**src/rtl/rob_completion_arbiter_if.sv**
```systemverilog
// rob_completion_arbiter_if
// Groups the execute-side completion handshake, the flush request and the
// ROB writeback ports of rob_completion_arbiter.
//   flush         : pipeline flush request
//   ex_*          : per-channel completion records (valid/ready handshake)
//   rob_wb_*      : registered ROB writeback ports
// Modports: slave = arbiter view, master = execute/ROB environment view.
interface rob_completion_arbiter_if #(
    parameter int NUM_EX   = 4,
    parameter int WB_PORTS = 2,
    parameter int IDXW     = 5,
    parameter int XLEN     = 32
) ();
    logic                               flush;
    logic [NUM_EX-1:0]                  ex_valid;
    logic [NUM_EX-1:0]                  ex_ready;
    logic [NUM_EX-1:0][IDXW-1:0]        ex_rob_idx;
    logic [NUM_EX-1:0]                  ex_br_mispred;
    logic [NUM_EX-1:0]                  ex_exception;
    logic [NUM_EX-1:0][XLEN-1:0]        ex_val;
    logic [WB_PORTS-1:0]                rob_wb_valid;
    logic [WB_PORTS-1:0][IDXW-1:0]      rob_wb_idx;
    logic [WB_PORTS-1:0]                rob_wb_br_mispred;
    logic [WB_PORTS-1:0]                rob_wb_exception;
    logic [WB_PORTS-1:0][XLEN-1:0]      rob_wb_val;

    modport slave (
        input  flush, ex_valid, ex_rob_idx, ex_br_mispred, ex_exception, ex_val,
        output ex_ready, rob_wb_valid, rob_wb_idx, rob_wb_br_mispred,
               rob_wb_exception, rob_wb_val
    );

    modport master (
        output flush, ex_valid, ex_rob_idx, ex_br_mispred, ex_exception, ex_val,
        input  ex_ready, rob_wb_valid, rob_wb_idx, rob_wb_br_mispred,
               rob_wb_exception, rob_wb_val
    );
endinterface

```
**src/rtl/rob_completion_arbiter.sv**
```systemverilog
// rob_completion_arbiter
// Buffers completion records from NUM_EX execute channels in per-channel
// circular queues and round-robin grants up to WB_PORTS queue heads per cycle
// onto registered ROB writeback ports. Flush discards everything in flight.
// Ports:
//   clk  : clock, rising edge
//   rst  : asynchronous active-high reset
//   bus  : rob_completion_arbiter_if.slave (flush, ex_* in, rob_wb_* out)

// Per-channel completion queue.
module rob_cq_lane #(
    parameter int DEPTH = 2,
    parameter int W     = 8
) (
    input  logic         clk,
    input  logic         rst,
    input  logic         flush,
    input  logic         push,
    input  logic         pop,
    input  logic [W-1:0] din,
    output logic         ready,
    output logic         nonempty,
    output logic [W-1:0] head
);
    localparam int PW = (DEPTH > 1) ? $clog2(DEPTH) : 1;
    localparam int CW = $clog2(DEPTH + 1);

    logic [W-1:0]  mem [DEPTH];
    logic [PW-1:0] rd_ptr, wr_ptr;
    logic [CW-1:0] count;

    function automatic logic [PW-1:0] inc(input logic [PW-1:0] p);
        return (p == PW'(DEPTH - 1)) ? '0 : p + 1'b1;
    endfunction

    // Readiness looks only at the registered count, never at a same-cycle pop.
    assign ready    = !rst && !flush && (count < CW'(DEPTH));
    assign nonempty = (count != '0);
    assign head     = mem[rd_ptr];

    always_ff @(posedge clk or posedge rst) begin
        if (rst) begin
            rd_ptr <= '0;
            wr_ptr <= '0;
            count  <= '0;
        end else if (flush) begin
            rd_ptr <= '0;
            wr_ptr <= '0;
            count  <= '0;
        end else begin
            if (push) wr_ptr <= inc(wr_ptr);
            if (pop)  rd_ptr <= inc(rd_ptr);
            if (push && !pop)      count <= count + 1'b1;
            else if (pop && !push) count <= count - 1'b1;
        end
    end

    // push is already qualified by ready, so reset/flush never write.
    always_ff @(posedge clk) begin
        if (push) mem[wr_ptr] <= din;
    end
endmodule

module rob_completion_arbiter #(
    parameter int NUM_EX      = 4,
    parameter int WB_PORTS    = 2,
    parameter int CQ_DEPTH    = 2,
    parameter int ROB_ENTRIES = 32,
    parameter int XLEN        = 32
) (
    input  logic                     clk,
    input  logic                     rst,
    rob_completion_arbiter_if.slave  bus
);
    localparam int IDXW = $clog2(ROB_ENTRIES);
    localparam int RRW  = $clog2(NUM_EX);

    typedef struct packed {
        logic [IDXW-1:0] idx;
        logic            br;
        logic            exc;
        logic [XLEN-1:0] val;
    } rec_t;

    rec_t [NUM_EX-1:0]   din, head;
    logic [NUM_EX-1:0]   push, grant, nonempty, ready;
    logic [RRW-1:0]      rr_ptr, next_rr;
    logic [WB_PORTS-1:0] port_hit, wb_valid;
    rec_t [WB_PORTS-1:0] port_rec, wb_rec;

    assign bus.ex_ready = ready;
    assign push         = bus.ex_valid & ready;

    for (genvar g = 0; g < NUM_EX; g++) begin : g_lane
        assign din[g] = {bus.ex_rob_idx[g], bus.ex_br_mispred[g],
                         bus.ex_exception[g], bus.ex_val[g]};
        rob_cq_lane #(.DEPTH(CQ_DEPTH), .W($bits(rec_t))) u_lane (
            .clk      (clk),
            .rst      (rst),
            .flush    (bus.flush),
            .push     (push[g]),
            .pop      (grant[g]),
            .din      (din[g]),
            .ready    (ready[g]),
            .nonempty (nonempty[g]),
            .head     (head[g])
        );
    end

    // Scan from rr_ptr; the k-th non-empty channel found feeds port k.
    always_comb begin
        int n;
        grant    = '0;
        port_hit = '0;
        port_rec = '0;
        next_rr  = rr_ptr;
        n        = 0;
        for (int j = 0; j < NUM_EX; j++) begin
            int ch;
            ch = int'(rr_ptr) + j;
            if (ch >= NUM_EX) ch = ch - NUM_EX;
            if (nonempty[ch] && n < WB_PORTS) begin
                grant[ch]   = 1'b1;
                port_hit[n] = 1'b1;
                port_rec[n] = head[ch];
                next_rr     = (ch == NUM_EX - 1) ? '0 : RRW'(ch + 1);
                n++;
            end
        end
    end

    always_ff @(posedge clk or posedge rst) begin
        if (rst) begin
            rr_ptr   <= '0;
            wb_valid <= '0;
            wb_rec   <= '0;
        end else if (bus.flush) begin
            rr_ptr   <= '0;
            wb_valid <= '0;
        end else begin
            rr_ptr   <= next_rr;
            wb_valid <= port_hit;
            for (int k = 0; k < WB_PORTS; k++)
                if (port_hit[k]) wb_rec[k] <= port_rec[k];
        end
    end

    assign bus.rob_wb_valid = wb_valid;
    for (genvar k = 0; k < WB_PORTS; k++) begin : g_port
        assign bus.rob_wb_idx[k]        = wb_rec[k].idx;
        assign bus.rob_wb_br_mispred[k] = wb_rec[k].br;
        assign bus.rob_wb_exception[k]  = wb_rec[k].exc;
        assign bus.rob_wb_val[k]        = wb_rec[k].val;
    end
endmodule

```
**src/flat_wrapper.sv**
```systemverilog
// flat-port wrapper written by rule: the top's interface ports become plain ports
module rob_completion_arbiter_flat 
#(
    parameter int NUM_EX      = 4,
    parameter int WB_PORTS    = 2,
    parameter int CQ_DEPTH    = 2,
    parameter int ROB_ENTRIES = 32,
    parameter int XLEN        = 32
)
  (clk, rst, bus_flush, bus_ex_valid, bus_ex_rob_idx, bus_ex_br_mispred, bus_ex_exception, bus_ex_val, bus_ex_ready, bus_rob_wb_valid, bus_rob_wb_idx, bus_rob_wb_br_mispred, bus_rob_wb_exception, bus_rob_wb_val);
  rob_completion_arbiter_if #(.NUM_EX(NUM_EX), .WB_PORTS(WB_PORTS), .IDXW((5)), .XLEN(XLEN)) bus_i ();
  input  logic clk;
  input  logic rst;
  input wire logic [$bits(bus_i.flush)-1:0] bus_flush;
  input wire logic [$bits(bus_i.ex_valid)-1:0] bus_ex_valid;
  input wire logic [$bits(bus_i.ex_rob_idx)-1:0] bus_ex_rob_idx;
  input wire logic [$bits(bus_i.ex_br_mispred)-1:0] bus_ex_br_mispred;
  input wire logic [$bits(bus_i.ex_exception)-1:0] bus_ex_exception;
  input wire logic [$bits(bus_i.ex_val)-1:0] bus_ex_val;
  output wire logic [$bits(bus_i.ex_ready)-1:0] bus_ex_ready;
  output wire logic [$bits(bus_i.rob_wb_valid)-1:0] bus_rob_wb_valid;
  output wire logic [$bits(bus_i.rob_wb_idx)-1:0] bus_rob_wb_idx;
  output wire logic [$bits(bus_i.rob_wb_br_mispred)-1:0] bus_rob_wb_br_mispred;
  output wire logic [$bits(bus_i.rob_wb_exception)-1:0] bus_rob_wb_exception;
  output wire logic [$bits(bus_i.rob_wb_val)-1:0] bus_rob_wb_val;
  assign bus_i.flush = bus_flush;
  assign bus_i.ex_valid = bus_ex_valid;
  assign bus_i.ex_rob_idx = bus_ex_rob_idx;
  assign bus_i.ex_br_mispred = bus_ex_br_mispred;
  assign bus_i.ex_exception = bus_ex_exception;
  assign bus_i.ex_val = bus_ex_val;
  assign bus_ex_ready = bus_i.ex_ready;
  assign bus_rob_wb_valid = bus_i.rob_wb_valid;
  assign bus_rob_wb_idx = bus_i.rob_wb_idx;
  assign bus_rob_wb_br_mispred = bus_i.rob_wb_br_mispred;
  assign bus_rob_wb_exception = bus_i.rob_wb_exception;
  assign bus_rob_wb_val = bus_i.rob_wb_val;
  rob_completion_arbiter #(.NUM_EX(NUM_EX), .WB_PORTS(WB_PORTS), .CQ_DEPTH(CQ_DEPTH), .ROB_ENTRIES(ROB_ENTRIES), .XLEN(XLEN)) u_core (.clk(clk), .rst(rst), .bus(bus_i));
endmodule
```
**config.mk**
```make
export PLATFORM = sky130hd
export DESIGN_NAME = rob_completion_arbiter_flat
export DESIGN_NICKNAME = d
export VERILOG_FILES = /design/src/rtl/rob_completion_arbiter_if.sv /design/src/rtl/rob_completion_arbiter.sv /design/src/flat_wrapper.sv
export SDC_FILE = /design/constraint.sdc
export NUM_CORES = 1
export LEC_CHECK = 0
export BUFFER_PORTS_ARGS = -buffer_cell sky130_fd_sc_hd__clkbuf_2
export CORE_MARGIN = 3
export CORE_UTILIZATION = 50
export CTS_CLUSTER_DIAMETER = 50
export DETAILED_ROUTE_END_ITERATION = 10
export PLACE_DENSITY = 0.7
export SLEW_MARGIN = 20
export SYNTH_ARGS = -nofsm -noshare
export SYNTH_HDL_FRONTEND = slang
export SYNTH_SLANG_ARGS = --single-unit
```
**constraint.sdc**
```tcl
create_clock -name clk -period 5.8 [get_ports clk]
set_input_delay 1.74 -clock clk [delete_from_list [all_inputs] [get_ports clk]]
set_output_delay 1.74 -clock clk [all_outputs]
set_load 0.02 [all_outputs]
```
==> impl_metrics.csv, run 1 <==
group,metric,value,unit
outcome,outcome,"completed",
finish,syn_to_final_growth,14.5,%
pwr,leakage,9.25,nW
setup_path,required,6.30,ns
routing,drc_errors,0,
clock_tree,postCtsSetupRepairBufs,0,
floorplanning,core_area,0.0434,sq mm
floorplanning,num_rows,76,
pwr,power_density,599,mW/mm^2
yosys,synth_common_cells,"312 x edfxtp_1, 184 x mux2_2, 160 x mux2i_1, 125 x o22ai_1, 100 x nand2_1",
global_routing,grt_max_degree,75,
yosys,synth_most_common_cell,"edfxtp_1",
yosys,synth-simple-area-share,5.78,%
yosys,synth_flop_cell,"edfxtp_1",
finish,final_cell_area,0.0254,sq mm
yosys,synth_top_area_cell,"edfxtp_1",
routing,final_antenna_net_count,0,
routing,drt_iter0_markers,1677,
timing,rsz0062_at_grt,"false",
clock_tree,clk_latency,0.59,ns
timing,slew_violations,0,
routing,drt-total-wl,69000,um
global_routing,grt_overflow,0,
place,portBuffers,246,
global_routing,antenna_found_initial,1,
place,routabilityCongestion,0.904,
finish,final_nets,1972,
timing,hold_viol,0,
clock_tree,clock_sinks,410,
clock_tree,cts_buffer_depth,3,
timing,timing.hold.ws,0.505,ns
routing,vias_per_cell,6.72,
pwr,total_power,15.2,mW
yosys,postSynthCellCount,1625,
setup_path,crit_path_start_kind,"register",
clock_tree,numCtsBuffers,45,
pwr,ir_drop,445,uV
clock_tree,postCtsHoldBufs,0,
timing,fin_crit_sh,81.0,%
yosys,synth_edf_count,312,
floorplanning,io_pins,247,
yosys,ys_seq_elements,410,
yosys,synth_top_family_by_area,"multiplexers",
yosys,yosysUniqueCellTypes,64,
clock_tree,clk_pin_slew,0.06,ns
timing,setup_violations,0,
yosys,yosys.area_share.xor_xnor,0.633,%
yosys,synth_compound_area_share,9.77,%
timing,fmax,213,MHz
yosys,avgSynthCellArea,13.6,sq um
hold_path,hp-class,"register to register",
finish,fin_util,58.5,%
yosys,synth_area_leaders,"edfxtp_1 42%, dfrtp_1 11%, mux2_2 9.4%",
routing,drtPass1Iterations,5,
clock_tree,cts_root_buf,"clkbuf_16",
yosys,syn_area,0.0221,sq mm
hold_path,hold_depth,2,
timing,worstMarginPinSlew,1.21,ns
yosys,synth.area.mux_share,26.5,%
global_routing,grt_pass1_wl,103000,um
setup_path,r2r_cells,11,
routing,wl_per_cell,28.5,um
yosys,ys_warn_count,0,
global_routing,grt_pass1_vias,17072,
place,dpl.hpwl,42400,um
setup_path,criticalPathCategory,"register to register",
yosys,syn-num-nets,1796,
floorplanning,initial_utilization,51.1,%
setup_path,arrival,5.19,ns
routing,vias,16266,
clock_tree,ctsResizeCount,0,
timing,finClkSkew,0.0241,ns
global_routing,track_usage,29.2,%
floorplanning,die_h,216,um
clock_tree,htreeDepth,2,
yosys,synth_seq_area_share,53.4,%
clock_tree,cts_tree,"done",
yosys,postSynth.asyncResetShare,23.9,%
timing,fin_crit,4.70,ns
setup_path,path_max_fanout,39,
timing,max_slew_margin,18.8,%
timing,setup_tns,0,ns
finish,drive_gt1_share,36.7,%
floorplanning,dieWidth,216,um
yosys,synth-adder-area-share,0.497,%
setup_path,worst_setup_path_end_kind,"register",
yosys,post-synth-top-area-fraction,42.3,%
floorplanning,die_area,0.0468,sq mm
place,place_area,0.0238,sq mm
job,max_cap_viol_count,0,
## final timing paths
path	startpoint	endpoint	slack (ns)
max in group asynchronous	rst	u_core.bus.rob_wb_val[59]	3.58
worst min-delay path	u_core.bus.rob_wb_val[13]	u_core.bus.rob_wb_val[13]	0.50
worst min register to register	u_core.bus.rob_wb_val[13]	u_core.bus.rob_wb_val[13]	0.50
worst max-delay path	u_core.rr_ptr[1]	u_core.bus.rob_wb_val[26]	1.10
worst max register to register	u_core.rr_ptr[1]	u_core.bus.rob_wb_val[26]	1.10
min in group asynchronous	rst	u_core.bus.rob_wb_br_mispred[0]	1.36
## critical path: stages (launching register included)
cell and delay (ns):
dfrtp_4 0.68, inv_1 0.13, ha_2 0.31, nor4bb_1 0.15, or4_1 0.60, inv_4 0.19
ha_1 0.37, inv_1 0.12, nor4_1 0.62, o21a_2 1.06, a21oi_1 0.17, a21oi_1 0.20
## layout by cell type, fill, tap and decap left out, types with 61 or more instances in the layout
master	count
mux2_2	184
clkbuf_2	246
edfxtp_1	312
nand2_1	96
a221o_1	61
nor3_1	66
mux2i_1	160
dfrtp_1	92
mux4_2	91
o22ai_1	125
## cell families (layout without fill, tap and decap cells)
family                   after synthesis  after routing
AO/OA/AOI/OAI                        314            314
XOR/XNOR                              16             16
adder cells (fa/ha/maj)                9              9
buffers and inverters                159            370
flip-flops                           410            410
multiplexers                         445            445
other                                  0              1
AND/OR/NAND/NOR                      272            272
## flip-flops by register name, summed over array words and instances (netlist names)
signal	flops
u_core.g_lane.u_lane.wr_ptr	4
u_core.bus.rob_wb_valid	2
u_core.g_lane.u_lane.count	8
u_core.g_lane.u_lane.mem	312
u_core.bus.rob_wb_val	64
u_core.g_lane.u_lane.rd_ptr	4
u_core.bus.rob_wb_exception	2
u_core.bus.rob_wb_br_mispred	2
u_core.rr_ptr	2
u_core.bus.rob_wb_idx	10
## cell type report
class / count / area, sq um
Sequential cell: 410 / 11800
Multi-Input combinational cell: 1056 / 9710
Fill cell: 3532 / 18000
Inverter: 11 / 51.3
Clock inverter: 18 / 200
Clock buffer: 64 / 1320
Antenna cell: 1 / 2.50
Timing Repair Buffer: 277 / 1490
Tap cell: 585 / 732
## metal layers
| metal | global-route usage, % | vias up | wire (um) |
|---|---|---|---|
| met3 | 5.65 | 275 | 6890 |
| met5 | 0 | - | 0 |
| met4 | 15.7 | 0 | 3640 |
| li1 | - | 6858 | - |
| met1 | 37.3 | 8068 | 25800 |
| met2 | 47.5 | 1065 | 32600 |
## stage by stage
stage | setup slack (ns) | cells
6_report | 1.10 | 2422
5_1_grt | 0.835 | 2422
4_1_cts | 1.16 | 2421
3_5_place_dp | 1.17 | 2339
3_3_place_gp | 1.41 | 2339
2_1_floorplan | 1.13 | 1625
## power breakdown
group,switching (mW),internal [mW],leakage (nW)
Combinational,4.76,3.39,4.44
Sequential,0.549,3.55,4.07
Clock,1.19,1.74,0.740
Note: power is estimated with default switching activity, not from simulation.
==> run 2: changes to the inputs <==
Clock period 5.8 ns to 4.8 ns, I/O delays scaled along.
==> run 2 against run 1 <==
Effect of this change:
- global-route usage down 0.84 points
- worst setup slack worse by 0.59 ns
- clock skew down 0.0077 ns
- highest routed layer unchanged
- register-to-register slack got worse by 0.59 ns
- hold slack lost 0.0053 ns
- utilization about the same
- non-clock buffer count increased by 12
- critical path depth up 1
- first-iteration DRC count rose by 3.1%
- total power up 19%
- clock power increased by 14%
- critical path type unchanged
==> impl_metrics.csv, run 2 (synthesis results as in run 1) <==
group,metric,value,unit
clock_tree,postCtsHoldBufs,0,
timing,setup_tns,0,ns
hold_path,hp-class,"register to register",
hold_path,hold_depth,2,
global_routing,grt_max_degree,61,
pwr,power_density,712,mW/mm^2
timing,fin_crit,4.28,ns
setup_path,worst_setup_path_end_kind,"register",
timing,fmax,233,MHz
pwr,ir_drop,607,uV
routing,wl_per_cell,27.8,um
clock_tree,ctsResizeCount,0,
pwr,leakage,9.27,nW
routing,drc_errors,0,
clock_tree,clock_sinks,410,
setup_path,path_max_fanout,26,
timing,rsz0062_at_grt,"false",
global_routing,grt_pass1_vias,16822,
pwr,switching_share,42.8,%
timing,setup_violations,0,
global_routing,grt_pass1_wl,101000,um
finish,stdcell_count,2432,
floorplanning,die_area,0.0468,sq mm
setup_path,r2r_slack,0.52,ns
routing,final_antenna_net_count,0,
pwr,seqPwrFrac,27.3,%
timing,worstMarginPinSlew,1.13,ns
setup_path,crit_path_start_kind,"register",
routing,drt_iter0_markers,1729,
pwr,intPower,10.3,mW
finish,mostFrequentLayoutCell,"edfxtp_1",
setup_path,required,5.22,ns
place,placed_cells,2351,
global_routing,track_usage,28.4,%
timing,fin_crit_sh,89.3,%
pwr,total_power,18.0,mW
job,max_cap_viol_count,0,
place,portBuffers,246,
place,place_area,0.0239,sq mm
pwr,clkPwrFrac,18.6,%
clock_tree,clk_latency,0.55,ns
clock_tree,postCtsSetupRepairBufs,0,
routing,vias,16208,
timing,max_slew_margin,24.4,%
timing,finClkSkew,0.0164,ns
outcome,outcome,"completed",
finish,drive_gt1_share,37.1,%
floorplanning,core_area,0.0434,sq mm
floorplanning,initial_utilization,51.1,%
finish,final_cell_area,0.0253,sq mm
place,dpl.hpwl,43300,um
floorplanning,die_h,216,um
place,routabilityCongestion,0.904,
finish,syn_to_final_growth,14.4,%
clock_tree,clk_pin_slew,0.06,ns
clock_tree,cts_root_buf,"clkbuf_16",
finish,largest_reg_flops,312,
clock_tree,cts_buffer_depth,3,
finish,final_nets,1984,
floorplanning,dieWidth,216,um
finish,final_cell_mix,"312 x edfxtp_1, 246 x clkbuf_2, 184 x mux2_2, 160 x mux2i_1, 125 x o22ai_1",
setup_path,criticalPathCategory,"register to register",
finish,regMostFlops,"u_core.g_lane.u_lane.mem",
pwr,pwr-share-comb,54.1,%
setup_path,r2r_cells,12,
global_routing,grt_overflow,0,
clock_tree,numCtsBuffers,45,
routing,drtPass1Iterations,6,
clock_tree,htreeDepth,2,
pwr,p_switching,7.72,mW
clock_tree,cts_tree,"done",
timing,hold_viol,0,
global_routing,antenna_found_initial,1,
timing,slew_violations,0,
routing,vias_per_cell,6.66,
floorplanning,num_rows,76,
routing,drt-total-wl,67600,um
setup_path,arrival,4.71,ns
floorplanning,io_pins,247,
## run 2: per-stage QoR
stage          worst slack (ns)  utilization [%]  hold WS (ns)
3_5_place_dp              0.568             55.1         0.491
3_3_place_gp              0.716             55.1         0.475
4_1_cts                   0.553             58.4         0.504
2_1_floorplan             0.125                -         0.524
6_report                  0.516             58.4         0.500
5_1_grt                   0.314             58.4         0.525
## run 2: worst paths after layout
kind,from,end
setup / recovery,u_core.rr_ptr[1],u_core.bus.rob_wb_val[32]
hold / removal,u_core.bus.rob_wb_val[19],u_core.bus.rob_wb_val[19]
setup reg to reg,u_core.rr_ptr[1],u_core.bus.rob_wb_val[32]
hold reg to reg,u_core.bus.rob_wb_val[19],u_core.bus.rob_wb_val[19]
max in group asynchronous,rst,u_core.g_lane[3].u_lane.rd_ptr
min in group asynchronous,rst,u_core.g_lane[1].u_lane.wr_ptr
## run 2: layout make-up
class,count,area (sq um)
diodes,2,5.00
well taps,585,732
clock buffers,55,1220
flip-flops and latches,410,11800
fillers,3444,18000
inverters,11,48.8
clock inverters,24,195
repair buffers,289,1580
multi-input cells,1056,9700
## run 2: worst max-delay path: stages, from the launching register on
cell       delay, ns
dfrtp_4         0.56
inv_1           0.11
ha_2            0.31
nor4bb_1        0.15
or4_1           0.60
inv_4           0.20
ha_1            0.41
inv_1           0.23
o2111ai_4       0.50
buf_4           0.39
o22ai_1         0.14
mux2_2          0.31
mux2_2          0.26
## run 2: routing by layer
metal	wire length, um	track usage [%]	up-vias	part of all wire, %
met2	31700	45.4	1017	47
met4	2630	12.1	0	3.9
met5	0	0	-	0
met3	7000	6.74	210	10
met1	26300	37.3	8109	39
li1	-	-	6872	-
## run 2: power by group through the flow
stage / registers (mW) / clock network [mW] / logic, mW
6_report: 4.92 / 3.35 / 9.77
5_1_grt: 4.96 / 3.53 / 10.4
4_1_cts: 4.91 / 3.38 / 9.59
3_5_place_dp: 4.98 / 0 / 9.57
3_3_place_gp: 4.97 / 0 / 9.32
2_1_floorplan: 4.88 / 0 / 7.07
==> run 3: changes to the inputs <==
Settings changed: CORE_UTILIZATION 50 to 59, PLACE_DENSITY 0.7 to 0.8.
==> run 3 against run 2 <==
Effect of this change:
- total power is 2.2% higher
- global-route usage is 6.1 points higher
- design area is 0.14% lower
- via count is 3.2% higher
==> impl_metrics.csv, run 3 (synthesis results as in run 1) <==
group,metric,value,unit
outcome,outcome,"completed",
setup_path,worst_setup_path_end_kind,"register",
hold_path,hold_path_end,"u_core.bus.rob_wb_br_mispred[0]",
clock_tree,ctsResizeCount,0,
job,max_cap_viol_count,0,
clock_tree,numCtsBuffers,47,
pwr,leakage,9.30,nW
global_routing,grt_overflow,0,
setup_path,arrival,5.04,ns
routing,drt-total-wl,68700,um
hold_path,hold_depth,2,
finish,regMostFlops,"u_core.g_lane.u_lane.mem",
pwr,ir_drop,537,uV
clock_tree,cts_tree,"done",
finish,final_cell_mix,"312 x edfxtp_1, 246 x clkbuf_2, 184 x mux2_2, 160 x mux2i_1, 125 x o22ai_1",
routing,final_antenna_net_count,0,
timing,setup_tns,0,ns
setup_path,worstPathCellList,"inv_4, ha_2, nor4bb_1, or4_1, inv_4, ha_1, inv_1, nor4_1, o21a_2, buf_4, nor3_1, o21ai_1",
finish,syn_to_final_growth,14.2,%
timing,rsz0062_at_grt,"false",
finish,largest_reg_flops,312,
timing,max_slew_margin,23.0,%
timing,worstMarginPinSlew,1.15,ns
floorplanning,core_area,0.0368,sq mm
pwr,power_density,729,mW/mm^2
setup_path,criticalPathCategory,"register to register",
clock_tree,clock_sinks,410,
routing,drt_iter0_markers,2321,
hold_path,hp-class,"register to register",
place,routabilityCongestion,0.937,
hold_path,min_from,"u_core.bus.rob_wb_br_mispred[0]",
clock_tree,cts_root_buf,"clkbuf_16",
timing,setup_violations,0,
setup_path,path_max_fanout,32,
timing,fin_crit,4.57,ns
timing,slew_violations,0,
routing,vias_per_cell,7.21,
timing,hold_viol,0,
global_routing,grt_pass1_wl,102000,um
timing,fmax,219,MHz
place,portBuffers,246,
setup_path,reg2reg_to,"u_core.bus.rob_wb_val[31]",
clock_tree,clk_pin_slew,0.06,ns
setup_path,crit_family,"simple AND/OR/NAND/NOR gates",
place,dpl.hpwl,42400,um
setup_path,worst-path-buf-inv,4,
timing,finClkSkew,0.0150,ns
clock_tree,postCtsSetupRepairBufs,0,
finish,final_nets,1985,
routing,drc_errors,0,
setup_path,r2r_slack,0.23,ns
setup_path,crit_path_start_kind,"register",
clock_tree,clk_latency,0.57,ns
floorplanning,die_h,200,um
global_routing,antenna_found_initial,3,
setup_path,worst_path_largest_cell_delay,0.67,ns
setup_path,required,5.28,ns
floorplanning,die_area,0.0399,sq mm
floorplanning,io_pins,247,
setup_path,regToRegStartpoint,"u_core.rr_ptr[0]",
floorplanning,num_rows,70,
clock_tree,htreeDepth,2,
floorplanning,initial_utilization,60.2,%
finish,mostFrequentLayoutCell,"edfxtp_1",
clock_tree,postCtsHoldBufs,0,
global_routing,grt_pass1_vias,17368,
floorplanning,dieWidth,200,um
clock_tree,cts_buffer_depth,3,
timing,timing.hold.ws,0.503,ns
setup_path,critPathMostFrequentCell,"inv_4",
setup_path,r2r_cells,12,
setup_path,crit_slowest_cell,"nor4_1",
routing,wl_per_cell,29.6,um
global_routing,track_usage,34.4,%
global_routing,grt_max_degree,67,
finish,drive_gt1_share,36.9,%
timing,fin_crit_sh,95.1,%
routing,vias,16733,
routing,drtPass1Iterations,6,
run 3: cell count changes in the layout (fill, tap and decap cells not counted), moves of 2 or more:
| cell | delta |
|---|---|
| clkbuf_8 | +2 |
| clkinv_1 | -6 |
| clkinv_2 | -6 |
| inv_8 | -2 |
| buf_4 | -2 |
| inv_6 | +3 |
| clkbuf_1 | +13 |
run 3: final cells by class:
type                       instances  area (sq um)
tap                              468           586
clock inverter                    15           191
antenna                            2          5.00
fill                            2544         11500
sequential                       410         11800
clock buffer                      71          1330
inverter                          11          48.8
multi-input combinational       1056          9710
timing repair buffer             288          1580
run 3: report_power, final:
| group | total (mW) | internal (mW) | switching [mW] |
|---|---|---|---|
| logic | 9.99 | 4.11 | 5.89 |
| clock network | 3.54 | 2.08 | 1.45 |
| registers | 4.92 | 4.29 | 0.626 |
| total | 18.4 | 10.5 | 7.97 |
run 3: worst max-delay path by stage:
stage	startpoint	end	slack (ns)	cells past startpoint
2_1_floorplan	u_core.rr_ptr[0]	u_core.bus.rob_wb_idx[6]	0.13	20
3_3_place_gp	u_core.rr_ptr[0]	u_core.bus.rob_wb_val[4]	0.66	12
3_5_place_dp	u_core.rr_ptr[0]	u_core.bus.rob_wb_val[20]	0.48	12
4_1_cts	u_core.rr_ptr[0]	u_core.bus.rob_wb_val[31]	0.35	12
5_1_grt	u_core.rr_ptr[0]	u_core.bus.rob_wb_val[31]	0.04	12
6_report	u_core.rr_ptr[0]	u_core.bus.rob_wb_val[31]	0.23	12
run 3: metal layers:
layer  up-vias  part of all wire, %  GRT usage [%]  routed length (um)
li1       6892                    -              -                   -
met1      8081                   36           45.4               24500
met2      1406                   46           53.2               31400
met3       354                   13           8.06                8780
met4         0                  5.8           19.4                4010
met5         -                    0              0                   0
run 3: per-stage QoR:
stage | std cells | area (sq um) | power, mW | util (%) | setup WS [ns]
5_1_grt | 2321 | 25300 | 19.2 | 68.8 | 0.0445
3_5_place_dp | 2232 | 23700 | 14.6 | 64.5 | 0.480
3_3_place_gp | 2232 | 23700 | 14.2 | 64.5 | 0.664
2_1_floorplan | 1625 | 22100 | 12.0 | - | 0.125
6_report | 2321 | 25300 | 18.4 | 68.8 | 0.233
4_1_cts | 2318 | 25300 | 18.1 | 68.7 | 0.347
run 3: worst reg2reg max path: stages, from the launching register on:
cell and delay (ns):
dfrtp_4 0.64, inv_4 0.11, ha_2 0.30, nor4bb_1 0.15, or4_1 0.61, inv_4 0.20
ha_1 0.36, inv_1 0.13, nor4_1 0.67, o21a_2 0.54, buf_4 0.45, nor3_1 0.13
o21ai_1 0.21
